**src/rtl/collector_port_arbiter.sv**
```systemverilog
// Round-robin arbiter sharing one packet Collector among numPorts local-port requesters.
// Latches the winning packet, holds it toward the Collector, and returns a one-cycle grant upstream.
module collector_port_arbiter #(
    parameter int numPorts      = 4,
    parameter int portBits      = 2,
    parameter int dataWidth     = 32,
    parameter int timeoutCycles = 64
) (
    input  logic                          clk,
    input  logic                          reset,
    input  logic [numPorts*dataWidth-1:0] PacketIn,
    input  logic [numPorts-1:0]           ReqUpStr,
    output logic [numPorts-1:0]           GntUpStr,
    output logic [numPorts-1:0]           UpStrFull,
    output logic [dataWidth-1:0]          PacketOut,
    output logic                          ReqDnStr,
    input  logic                          GntDnStr,
    input  logic                          DnStrFull,
    output logic [portBits-1:0]           CurPort,
    output logic [15:0]                   ServedCount,
    output logic                          TimeoutErr
);

    localparam int CntW = $clog2(timeoutCycles) + 1;

    typedef enum logic [1:0] {IDLE, WAIT_GNT, RELEASE} state_t;

    state_t                 state_q, state_d;
    logic [portBits-1:0]    sel_q, sel_d;
    logic [portBits-1:0]    last_q, last_d;
    logic [CntW-1:0]        cnt_q, cnt_d;
    logic [dataWidth-1:0]   packet_q, packet_d;
    logic                   req_dn_q, req_dn_d;
    logic [numPorts-1:0]    gnt_up_q, gnt_up_d;
    logic [numPorts-1:0]    up_full_q, up_full_d;
    logic [15:0]            served_q, served_d;
    logic                   timeout_q, timeout_d;

    logic                   win_found;
    logic [portBits-1:0]    win_idx;
    logic [portBits-1:0]    scan_idx;

    // Scan from the port after the last one served, wrapping, so every requester gets a turn.
    always_comb begin
        win_found = 1'b0;
        win_idx   = '0;
        scan_idx  = '0;
        for (int k = 1; k <= numPorts; k++) begin
            scan_idx = portBits'((int'(last_q) + k) % numPorts);
            if (!win_found && ReqUpStr[scan_idx]) begin
                win_found = 1'b1;
                win_idx   = scan_idx;
            end
        end
    end

    always_comb begin
        state_d   = state_q;
        sel_d     = sel_q;
        last_d    = last_q;
        cnt_d     = cnt_q;
        packet_d  = packet_q;
        req_dn_d  = req_dn_q;
        gnt_up_d  = '0;
        served_d  = served_q;
        timeout_d = timeout_q;
        up_full_d = '0;

        case (state_q)
            IDLE: begin
                if (!DnStrFull && win_found) begin
                    sel_d    = win_idx;
                    packet_d = PacketIn[int'(win_idx)*dataWidth +: dataWidth];
                    req_dn_d = 1'b1;
                    cnt_d    = '0;
                    state_d  = WAIT_GNT;
                end
            end
            WAIT_GNT: begin
                if (GntDnStr) begin
                    req_dn_d         = 1'b0;
                    gnt_up_d[sel_q]  = 1'b1;
                    last_d           = sel_q;
                    served_d         = served_q + 16'd1;
                    state_d          = RELEASE;
                end else if (cnt_q >= CntW'(timeoutCycles - 1)) begin
                    // Abort: the port forfeits its turn and gets no grant.
                    req_dn_d  = 1'b0;
                    timeout_d = 1'b1;
                    last_d    = sel_q;
                    state_d   = IDLE;
                end else if (cnt_q != {CntW{1'b1}}) begin
                    cnt_d = cnt_q + 1'b1;
                end
            end
            RELEASE: begin
                state_d = IDLE;
            end
            default: begin
                state_d = IDLE;
            end
        endcase

        for (int i = 0; i < numPorts; i++) begin
            up_full_d[i] = DnStrFull | ((state_d != IDLE) && (sel_d != portBits'(i)));
        end
    end

    always_ff @(posedge clk or negedge reset) begin
        if (!reset) begin
            state_q   <= IDLE;
            sel_q     <= '0;
            last_q    <= portBits'(numPorts - 1);
            cnt_q     <= '0;
            packet_q  <= '0;
            req_dn_q  <= 1'b0;
            gnt_up_q  <= '0;
            up_full_q <= '0;
            served_q  <= '0;
            timeout_q <= 1'b0;
        end else begin
            state_q   <= state_d;
            sel_q     <= sel_d;
            last_q    <= last_d;
            cnt_q     <= cnt_d;
            packet_q  <= packet_d;
            req_dn_q  <= req_dn_d;
            gnt_up_q  <= gnt_up_d;
            up_full_q <= up_full_d;
            served_q  <= served_d;
            timeout_q <= timeout_d;
        end
    end

    assign GntUpStr    = gnt_up_q;
    assign UpStrFull   = up_full_q;
    assign PacketOut   = packet_q;
    assign ReqDnStr    = req_dn_q;
    assign CurPort     = sel_q;
    assign ServedCount = served_q;
    assign TimeoutErr  = timeout_q;

endmodule

```
**config.mk**
```make
export PLATFORM = sky130hd
export DESIGN_NAME = collector_port_arbiter
export DESIGN_NICKNAME = d
export VERILOG_FILES = /design/src/rtl/collector_port_arbiter.sv
export SDC_FILE = /design/constraint.sdc
export NUM_CORES = 1
export LEC_CHECK = 0
export CAP_MARGIN = 20
export CORE_UTILIZATION = 38
export DETAILED_ROUTE_END_ITERATION = 6
export MAX_ROUTING_LAYER = met4
export PLACE_DENSITY_LB_ADDON = 0.05
export SYNTH_ARGS = -nofsm -noshare
export SYNTH_HDL_FRONTEND = slang
export SYNTH_SLANG_ARGS = --single-unit
```
**constraint.sdc**
```tcl
create_clock -name clk -period 1.63 [get_ports clk]
set_input_delay 0.326 -clock clk [delete_from_list [all_inputs] [get_ports clk]]
set_output_delay 0.326 -clock clk [all_outputs]
set_load 0.02 [all_outputs]
```
# After elaboration in Yosys (flattened, before gate mapping)
# Cells that the tools add are included.
# op_classes
n_addsub	6
magnitude_cmp	7
n_eq_ne	10
shifts	1
n_mux	37
bitwise	5
n_reduce_logical	24
# op_table
operator	count
variable part select 128 x 8 -> 32 bit	1
2-to-1 mux 7 bit	4
2-to-1 mux 2 bit	11
adder 16 x 1 -> 16 bit (second input constant)	1
< comparator 2 x 3 -> 1 bit (second input constant)	5
one-hot mux 7 bit (2 select lines)	1
2-to-1 mux 1 bit	12
inequality test 2 bit (second input constant)	6
logical AND 1 bit	9
binary-select mux 1 bit (select 2 bit)	4
2-to-1 mux 4 bit	2
nonzero test 2 bit	4
adder 7 x 1 -> 7 bit (second input constant)	1
>= comparator 7 x 6 -> 1 bit (second input constant)	1
inequality test 7 bit (second input constant)	1
AND reduction 2 bit	3
AND reduction 3 bit	2
AND reduction 5 bit	1
adder 2 x 1 -> 2 bit (second input constant)	2
adder 2 bit (second input constant)	2
zero test 1 bit	4
bitwise OR 1 bit	4
one-hot mux 2 bit (2 select lines)	1
inequality test 3 bit (second input constant)	1
other kinds (7)	7
# totals
ff_bits	71
in_bits	136
out_inout_bits	60
wordCells	100

# Longest topological paths before layout
# Gate-level depths: netlist (run 1).
# logic_depth
word_depth	19
depth_mapped	7
depth_no_buf	6

# Worst setup path before layout (run 1)
# Ideal clock, no wire load.
# synth_path
path_kind	register to register
startpoint	reg last_q[0]
endpoint	reg packet_q[10] (netlist: PacketOut[10])
setup_ns	0.127
arrival_ns	1.586
required_time_ns	1.503
slack_ns	-0.083
path_stages_with_launch	8
path_buffers	2
synth_period_minus_slack_ns	1.713
path_cell_list	dfstp_2 > nor2b_4 > o21a_2 > nor3_2 > buf_4 > buf_6 > mux2i_1 > o211ai_2
# synth_via
elab_chain_cells	15
word_cells_on_any_way	29
classes_between	add/sub (4); shift (1); mux (16); reduce/logical (8)
# synth_rtl
item	line_no	rtl
start: declaration	30	logic [portBits-1:0] last_q, last_d;
start signal: assignment	113	last_q <= portBits'(numPorts - 1);
start signal: assignment	124	last_q <= last_d;
parallel branches: the longest is 15 deep, another holds adder 2 x 1 -> 2 bit	-	
end signal: assignment	126	packet_q <= packet_d;
end: declaration	32	logic [dataWidth-1:0] packet_q, packet_d;
# Parallel ways; which one is timed is not known. The select of a mux whose other input is x is not followed.
# A chain may end at the register's enable or synchronous reset.

# Worst setup path in the final report (run 1)
# layout_path
startpoint	reg last_q[0]
endpoint	reg packet_q[24] (netlist: PacketOut[24])
# The elaborated chain is that of the path after synthesis.

==> flow_metrics.env, run 1 <==
export IMPL_grt_first_pass_wirelength_um=22500
export IMPL_yosys_register_bits=71
export IMPL_place_hpwl_um=9890
export IMPL_synthCells=417
export IMPL_netlist_area_leader_share=0.403
export IMPL_power_density_mw_per_mm2=1370
export IMPL_viasPerCell=5.45
export IMPL_ant_nets=0
export IMPL_port_buffers=195
export IMPL_syn_num_nets=555
export IMPL_syn_area_mm2=0.00428
export IMPL_ys_types=48
export IMPL_drc=0
export IMPL_start_util=0.393
export IMPL_synth_xor_xnor_area_share=0.0368
export IMPL_path_class="reg2reg"
export IMPL_numCtsBuffers=9
export IMPL_grt_max_degree=72
export IMPL_finalSetupViolations=40
export IMPL_synth_edff_count=0
export IMPL_worstSkewPairLatency_ns=0.36
export IMPL_cts_tree="done"
export IMPL_synth_top_family_by_area="compound AO/OA/AOI/OAI gates"
export IMPL_diodes=0
export IMPL_required_ns=1.86
export IMPL_startpoint_type="flip-flop"
export IMPL_grt_antenna_before_repair=0
export IMPL_first_pass_iters=4
export IMPL_status="finished, violations left"
export IMPL_synth_top_area_cell="dfrtp_1"
export IMPL_post_drt_wl_per_cell_um=18.6
export IMPL_rsz0062_at_grt="true"
export IMPL_r2r_cells=7
export IMPL_fmax_ghz=0.547
export IMPL_h_tree_depth=3
export IMPL_tightest_slew_ns=0.415
export IMPL_areaGrowthSynthToFinish_pct=73.5
export IMPL_hold_path_cell_count=1
export IMPL_p_leak_nw=3.34
export IMPL_core_mm2=0.0109
export IMPL_synth_area_leaders="dfrtp_1 40%, o211ai_2 8.5%, mux2i_1 7.5%"
export IMPL_io_pins=196
export IMPL_grt_overflow_total=0
export IMPL_synth_compound_area_frac=0.256
export IMPL_relSlewSlack=0.723
export IMPL_finalPower_mw=10.2
export IMPL_synthFlopType="dfrtp_1"
export IMPL_synthSimpleGateAreaFrac=0.160
export IMPL_violations="negative setup slack"
export IMPL_min_path_type="reg2reg"
export IMPL_cts_root_buffer="clkbuf_8"
export IMPL_die_h_um=108
export IMPL_synthAdderAreaFrac=0.00584
export IMPL_final_util=0.682
export IMPL_clk_pin_slew_ns=0.08
export IMPL_post_route_min_period_ns=1.83
export IMPL_drive_gt1_frac=0.248
export IMPL_fin_ws_ns=-0.197
export IMPL_vias=4366
export IMPL_synth_warnings=0
export IMPL_cp_arrival_ns=2.05
export IMPL_fin_crit_sh=1.12
export IMPL_ir_worst_vdd_mv=0.679
export IMPL_cp_end_kind="flip-flop"
export IMPL_slew_viol_final=0
export IMPL_finalClockSkew_ns=0.0110
export IMPL_whs_ns=0.476
export IMPL_cts_max_path_buffers=2
export IMPL_dieArea_mm2=0.0117
export IMPL_ys_seq_area_frac=0.416
export IMPL_synth_area_mux_share=0.0801
export IMPL_drt_total_wl_um=14900
export IMPL_drtIter0Drc=217
export IMPL_cts_sinks=71
export IMPL_cap_violations=0
export IMPL_dieWidth_um=108
export IMPL_yosysMostFrequentCell="dfrtp_1"
export IMPL_tns_ns=-5.84
export IMPL_hold_violations=0
export IMPL_num_rows=38
export IMPL_place_gp_congestion=0.811
export IMPL_fin_nets=795
export IMPL_place_area_mm2=0.00673
export IMPL_grt_usage=0.258
export IMPL_syn_area_per_cell_um2=10.3
export IMPL_final_area_mm2=0.00743
export IMPL_synth_async_reset_ratio=1.00
export IMPL_fill_cells=884
export IMPL_synthTopCellsByCount="69 x dfrtp_1, 49 x nand2_1, 38 x nand4_1"
export IMPL_grt_pass1_vias=4550
export IMPL_path_max_fanout=6
worst paths after layout:
path	slack, ns	from	endpoint
min	0.48	TimeoutErr$_DFFE_PN0P_	TimeoutErr$_DFFE_PN0P_
max	-0.20	last_q[0]$_DFFE_PN1P_	PacketOut[24]$_DFFE_PN0P_
max in group asynchronous	0.74	reset	last_q[1]$_DFFE_PN1P_
max reg2reg	-0.20	last_q[0]$_DFFE_PN1P_	PacketOut[24]$_DFFE_PN0P_
min in group asynchronous	0.51	reset	ServedCount[8]$_DFFE_PN0P_
min reg2reg	0.48	TimeoutErr$_DFFE_PN0P_	TimeoutErr$_DFFE_PN0P_
layout by cell type, fill, tap and decap left out, types with 4 or more instances in the layout:
master	n
nand2_1	47
nand4_1	38
o31ai_1	32
dfrtp_1	68
mux2i_1	8
clkdlybuf4s50_1	130
dlygate4sd2_1	63
nand3_1	8
xnor2_1	13
xor2_1	5
a21o_1	35
mux2i_2	11
nor2_1	11
buf_4	46
o211ai_1	4
clkbuf_8	9
clkbuf_16	4
mux2i_4	13
buf_12	10
o211ai_2	29
buf_6	8
cell type report:
class / count / area [um^2] / share of cell area
Clock inverter: 5 / 83.8 / 0.0113
Timing Repair Buffer: 264 / 2640 / 0.355
Sequential cell: 71 / 1780 / 0.240
Multi-Input combinational cell: 309 / 2620 / 0.352
Tap cell: 140 / 175 / 0.0236
Inverter: 2 / 7.51 / 0.00101
Clock buffer: 10 / 128 / 0.0172
report_power, final:
group / internal [mW] / switching [mW]
logic: 2.86 / 3.05
registers: 2.35 / 0.365
clock network: 0.856 / 0.692
total: 6.06 / 4.11
logic make-up (layout without fill, tap and decap cells):
group | count (synthesis) | count (layout)
multiplexers | 34 | 34
XOR/XNOR | 18 | 18
flip-flops | 71 | 71
buffers and inverters | 37 | 281
AND/OR/NAND/NOR | 132 | 132
adder cells (fa/ha/maj) | 2 | 2
AO/OA/AOI/OAI | 123 | 123
through the flow:
stage	worst slack [ns]	std cells
6_report	-0.197	801
5_1_grt	-0.255	801
4_1_cts	-0.218	795
3_5_place_dp	-0.681	767
3_3_place_gp	-0.614	767
2_1_floorplan	-0.00743	417
critical path: stages (launching register included):
cell      delay, ns
dfstp_2        0.58
nand2b_4       0.16
a21oi_4        0.07
nor3_4         0.20
buf_6          0.16
buf_12         0.17
mux2i_4        0.25
o211ai_2       0.10
state kept, by name, indices dropped and copies added, names as in the netlist:
register	flops
CurPort	2
GntUpStr	4
PacketOut	32
ReqDnStr	1
ServedCount	16
TimeoutErr	1
UpStrFull	4
cnt_q	7
last_q	2
state_q	2
what timing repair did:
action | in CTS | in global routing
cloned | 2 | 4
hold buffers | 1 | 0
endpoints found under the setup margin | 103 | 48
pin swaps | 10 | 19
buffers inserted | 11 | 5
hold endpoints to repair | 37 | 0
resized for setup | 101 | 39
metal layers:
metal / vias up / GRT usage / wire length (um) / share of wire
li1: 2062 / - / - / -
met1: 2121 / 0.317 / 6250 / 0.42
met2: 168 / 0.424 / 7550 / 0.51
met3: 15 / 0.0476 / 890 / 0.060
met4: 0 / 0.0881 / 241 / 0.016
met5: - / - / 0 / 0
Note: power is estimated with default switching activity, not from simulation.
==> run 2, diff against run 1 <==
Settings changed: CORE_UTILIZATION 38 to 45.
Clock period 1.63 ns to 2.2 ns, I/O delays scaled along.
==> run 2 against run 1 <==
Compared with the run above: the run now ends clean; routed wire length down 11%; final cell count down 5.1%; clock power down 34%; critical endpoint is now CurPort[0]; largest cell class is now multi-input gates.
==> flow_metrics.env, run 2 (synthesized netlist as in run 1, its figures left out) <==
export IMPL_status="complete, no violations"
export IMPL_finalClockSkew_ns=0.0159
export IMPL_final_util=0.733
export IMPL_num_rows=35
export IMPL_first_pass_iters=4
export IMPL_place_area_mm2=0.00659
export IMPL_fin_crit_sh=0.926
export IMPL_cp_end_kind="output pin"
export IMPL_tns_ns=0
export IMPL_clk_pin_slew_ns=0.10
export IMPL_finalPower_mw=6.83
export IMPL_hold_buffers=0
export IMPL_post_place_cells=744
export IMPL_layout_common_cells="194 x clkdlybuf4s50_1, 69 x dfrtp_1, 49 x nand2_1"
export IMPL_r2r_cells=6
export IMPL_grt_max_degree=38
export IMPL_worstSkewPairLatency_ns=0.36
export IMPL_hold_violations=0
export IMPL_dieArea_mm2=0.00991
export IMPL_critPathTopFamily="buffers and inverters"
export IMPL_path_class="reg2out"
export IMPL_fill_cells=693
export IMPL_cts_resized_gates=0
export IMPL_power_density_mw_per_mm2=1010
export IMPL_ant_nets=0
export IMPL_port_buffers=195
export IMPL_numCtsBuffers=9
export IMPL_place_hpwl_um=9960
export IMPL_post_cts_buffers=0
export IMPL_path_max_fanout=11
export IMPL_required_ns=1.76
export IMPL_h_tree_depth=3
export IMPL_drt_total_wl_um=13300
export IMPL_rsz0062_at_grt="false"
export IMPL_cp_arrival_ns=1.60
export IMPL_cts_max_path_buffers=2
export IMPL_post_route_min_period_ns=2.04
export IMPL_diodes=0
export IMPL_fin_nets=764
export IMPL_crit_chain="clkdlybuf4s50_1"
export IMPL_final_common_cell="clkdlybuf4s50_1"
export IMPL_largest_reg_flops=32
export IMPL_cap_violations=0
export IMPL_grt_usage=0.286
export IMPL_slew_viol_final=0
export IMPL_cts_tree="done"
export IMPL_grt_overflow_total=0
export IMPL_critPathBufInv=1
export IMPL_place_gp_congestion=0.814
export IMPL_final_area_mm2=0.00678
export IMPL_startpoint_type="flip-flop"
export IMPL_grt_first_pass_wirelength_um=21400
export IMPL_slowest_delay_ns=0.68
export IMPL_die_h_um=99.5
export IMPL_instances_no_fill=760
export IMPL_cts_root_buffer="clkbuf_8"
export IMPL_viasPerCell=5.59
export IMPL_vias=4250
export IMPL_tightest_slew_ns=0.474
export IMPL_grt_antenna_before_repair=0
export IMPL_io_pins=196
export IMPL_min_path_type="in2async"
export IMPL_crit_slowest_cell="clkdlybuf4s50_1"
export IMPL_ir_worst_vdd_mv=0.536
export IMPL_drc=0
export IMPL_fmax_ghz=0.491
export IMPL_start_util=0.463
export IMPL_p_leak_nw=2.91
export IMPL_dieWidth_um=99.5
export IMPL_relSlewSlack=0.684
export IMPL_rrSetupSlack_ns=0.32
export IMPL_post_drt_wl_per_cell_um=17.5
export IMPL_core_mm2=0.00924
export IMPL_drive_gt1_frac=0.160
export IMPL_drtIter0Drc=166
export IMPL_finalSetupViolations=0
export IMPL_areaGrowthSynthToFinish_pct=58.3
export IMPL_grt_pass1_vias=4237
export IMPL_cts_sinks=71
export IMPL_worstSetupPathDepth=1
## run 2: changes by cell type in the layout (fill, tap and decap cells not counted), sizes merged
cell           previous run  this run
inv                       2         6
buf                      65        39
clkbuf                   14         9
dlymetal6s2s              1         0
bufinv                    2         0
dlygate4sd2              63         0
clkdlybuf4s50           130       194
dlygate4sd3               1         0
## run 2: area by class of cell
| cell class | instances | area [um^2] | area share |
|---|---|---|---|
| multi-input combinational | 309 | 2330 | 0.344 |
| timing repair buffer | 233 | 2310 | 0.341 |
| sequential | 71 | 1780 | 0.263 |
| tap | 129 | 161 | 0.0238 |
| clock buffer | 9 | 124 | 0.0183 |
| clock inverter | 7 | 63.8 | 0.00942 |
| inverter | 2 | 7.51 | 0.00111 |
## run 2: worst paths after layout
path | start | end
worst max-delay path | CurPort[0]$_DFF_PN0_ | CurPort[0]
worst min-delay path | reset | ServedCount[7]$_DFFE_PN0P_
worst max register to register | last_q[0]$_DFFE_PN1P_ | PacketOut[30]$_DFFE_PN0P_
worst min register to register | TimeoutErr$_DFFE_PN0P_ | TimeoutErr$_DFFE_PN0P_
max in group asynchronous | reset | PacketOut[0]$_DFFE_PN0P_
min in group clk | TimeoutErr$_DFFE_PN0P_ | TimeoutErr$_DFFE_PN0P_
## run 2: power by group
part           switching, mW  internal (mW)  total, mW
Combinational           1.89           1.82       3.71
Clock                  0.591          0.435       1.03
Sequential             0.363           1.74       2.10
## run 2: metal layers
metal	vias up	wire [um]	global-route usage
li1	1997	-	-
met1	2022	5490	0.363
met2	215	6570	0.476
met3	16	1030	0.0408
met4	0	178	0.0837
met5	-	0	-
## run 2: through the flow
step	hold slack, ns	setup WS [ns]
final	0.0226	0.163
after global routing	0.0504	0.0825
after CTS	0.0328	0.131
after detailed placement	0.428	-0.172
after global placement	0.424	-0.107
after floorplan	0.144	0.487
==> run 3, diff against run 2 <==
Settings changed: CELL_PAD_IN_SITES_DETAIL_PLACEMENT from default to 1, CELL_PAD_IN_SITES_GLOBAL_PLACEMENT from default to 1, CORE_UTILIZATION 45 to 33.
==> run 3 against run 2 <==
Compared with the run above: clock power up 52%; register-to-register slack got worse by 0.08 ns; global-route usage fell by 4.2 points; setup slack lost 0.064 ns; first-iteration DRC count rose by 23%; die area increased by 36%; count of clock-buffer cells in the layout up 2; power rose by 10%; highest routed layer unchanged; cell area grew 3.3%.
==> flow_metrics.env, run 3 (synthesized netlist as in run 1, its figures left out) <==
export IMPL_grt_usage=0.244
export IMPL_ir_worst_vdd_mv=0.515
export IMPL_viasPerCell=5.33
export IMPL_dieWidth_um=116
export IMPL_final_common_cell="clkdlybuf4s50_1"
export IMPL_grt_first_pass_wirelength_um=24100
export IMPL_cts_max_path_buffers=2
export IMPL_drt_total_wl_um=15400
export IMPL_clk_pin_slew_ns=0.06
export IMPL_status="complete, no violations"
export IMPL_reg2reg_from="last_q[0]$_DFFE_PN1P_"
export IMPL_drtIter0Drc=204
export IMPL_rrSetupSlack_ns=0.24
export IMPL_critPathBufInv=2
export IMPL_largest_reg_flops=32
export IMPL_switching_share=0.390
export IMPL_hold_violations=0
export IMPL_pwr_share_seq=0.276
export IMPL_areaGrowthSynthToFinish_pct=63.4
export IMPL_instances_no_fill=803
export IMPL_diodes=0
export IMPL_path_max_fanout=22
export IMPL_hold_buffers=0
export IMPL_relSlewSlack=0.699
export IMPL_post_place_cells=787
export IMPL_slew_viol_final=0
export IMPL_pwr_share_comb=0.517
export IMPL_r2r_cells=6
export IMPL_drc=0
export IMPL_post_drt_wl_per_cell_um=19.2
export IMPL_cts_root_buffer="clkbuf_16"
export IMPL_p_leak_nw=2.99
export IMPL_drive_gt1_frac=0.157
export IMPL_fin_crit_sh=0.955
export IMPL_fin_nets=764
export IMPL_crit_chain="clkdlybuf4s50_1, nor2b_4, o21a_2, nor3_4, buf_12, mux2i_1, o211ai_2"
export IMPL_r2r_end="PacketOut[14]$_DFFE_PN0P_"
export IMPL_startpoint_type="input pin"
export IMPL_grt_overflow_total=0
export IMPL_grt_antenna_before_repair=0
export IMPL_worstSkewPairLatency_ns=0.34
export IMPL_dieArea_mm2=0.0134
export IMPL_slowest_delay_ns=0.48
export IMPL_rsz0062_at_grt="false"
export IMPL_core_mm2=0.0126
export IMPL_cp_arrival_ns=2.31
export IMPL_place_hpwl_um=11400
export IMPL_cap_violations=0
export IMPL_cts_sinks=71
export IMPL_cp_end_kind="flip-flop"
export IMPL_clkPwrFrac=0.207
export IMPL_required_ns=2.41
export IMPL_grt_max_degree=41
export IMPL_post_cts_buffers=0
export IMPL_place_gp_congestion=0.793
export IMPL_h_tree_depth=3
export IMPL_critPathTopFamily="buffers and inverters"
export IMPL_io_pins=196
export IMPL_finalClockSkew_ns=0.00771
export IMPL_ant_nets=0
export IMPL_num_rows=41
export IMPL_port_buffers=195
export IMPL_power_density_mw_per_mm2=1080
export IMPL_p_int_mw=4.61
export IMPL_die_h_um=116
export IMPL_path_class="in2reg"
export IMPL_final_area_mm2=0.00700
export IMPL_place_area_mm2=0.00668
export IMPL_finalSetupViolations=0
export IMPL_post_route_min_period_ns=2.10
export IMPL_crit_slowest_cell="clkdlybuf4s50_1"
export IMPL_grt_pass1_vias=4554
export IMPL_numCtsBuffers=9
export IMPL_vias=4283
export IMPL_min_path_type="in2async"
export IMPL_fill_cells=1435
export IMPL_tightest_slew_ns=0.451
export IMPL_layout_common_cells="194 x clkdlybuf4s50_1, 69 x dfrtp_1, 49 x nand2_1"
export IMPL_start_util=0.339
export IMPL_fmax_ghz=0.476
export IMPL_cts_tree="done"
export IMPL_first_pass_iters=4
export IMPL_p_sw_mw=2.94
run 3: cell count changes in the layout (fill, tap and decap cells not counted), moves of 2 or more:
cell	delta
inv_8	-2
clkbuf_8	-9
clkbuf_1	+2
buf_12	+2
buf_4	-4
bufinv_16	+2
clkinvlp_4	-2
buf_6	+2
clkbuf_16	+9
inv_6	-2
run 3: repair_timing:
item                                    CTS  global route
resized for setup                         0             2
endpoints found under the setup margin    0             4
endpoints found under the hold margin     0             0
run 3: through the flow:
stage	hold slack (ns)	worst slack [ns]	total power [mW]	util	TNS (ns)
floorplan	0.144	0.487	4.20	-	0
global placement	0.421	-0.220	5.90	0.529	-6.47
detailed placement	0.420	-0.251	6.02	0.529	-7.09
CTS	0.0650	0.0899	7.62	0.554	0
global route	0.0762	0.00724	7.97	0.555	0
finish	0.0494	0.0985	7.55	0.555	0
run 3: final cells by class:
type	instances	area [um^2]	area share
repair buffers	233	2340	0.335
well taps	172	215	0.0308
clock inverters	5	82.6	0.0118
clock buffers	11	233	0.0333
flip-flops and latches	71	1780	0.254
inverters	2	7.51	0.00107
multi-input cells	309	2340	0.334
run 3: power groups by stage:
stage	combinational (mW)	clock [mW]	sequential [mW]
after detailed placement	3.92	0	2.10
final	3.90	1.57	2.08
after floorplan	1.72	0	2.48
after CTS	3.94	1.59	2.09
after global routing	4.17	1.65	2.15
after global placement	3.82	0	2.08
run 3: worst reg2reg max path, delay by kind of cell (launching register included):
kind / cells / cell delay [ns]
DFF: 1 / 0.57
muxes: 1 / 0.33
AOI/OAI and AO/OA: 2 / 0.33
and+or+nand+nor: 2 / 0.37
buffers and inverters: 1 / 0.24
run 3: layer usage:
metal | vias to the layer above | global-route usage | wire (um)
met2 | 155 | 0.408 | 7590
met1 | 2122 | 0.296 | 6670
met3 | 17 | 0.0507 | 985
li1 | 1989 | - | -
met4 | 0 | 0.0709 | 204
met5 | - | - | 0
run 3: worst max path at each step:
| stage | depth (start not counted) | slack (ns) | endpoint | startpoint |
|---|---|---|---|---|
| after global placement | 7 | -0.22 | PacketOut[14]$_DFFE_PN0P_ | ReqUpStr[3] |
| after global routing | 7 | 0.007 | PacketOut[14]$_DFFE_PN0P_ | ReqUpStr[2] |
| final | 7 | 0.1 | PacketOut[14]$_DFFE_PN0P_ | ReqUpStr[3] |
| after CTS | 7 | 0.09 | PacketOut[0]$_DFFE_PN0P_ | ReqUpStr[3] |
| after floorplan | 7 | 0.49 | PacketOut[10]$_DFFE_PN0P_ | last_q[0]$_DFFE_PN1P_ |
| after detailed placement | 7 | -0.25 | PacketOut[0]$_DFFE_PN0P_ | ReqUpStr[3] |
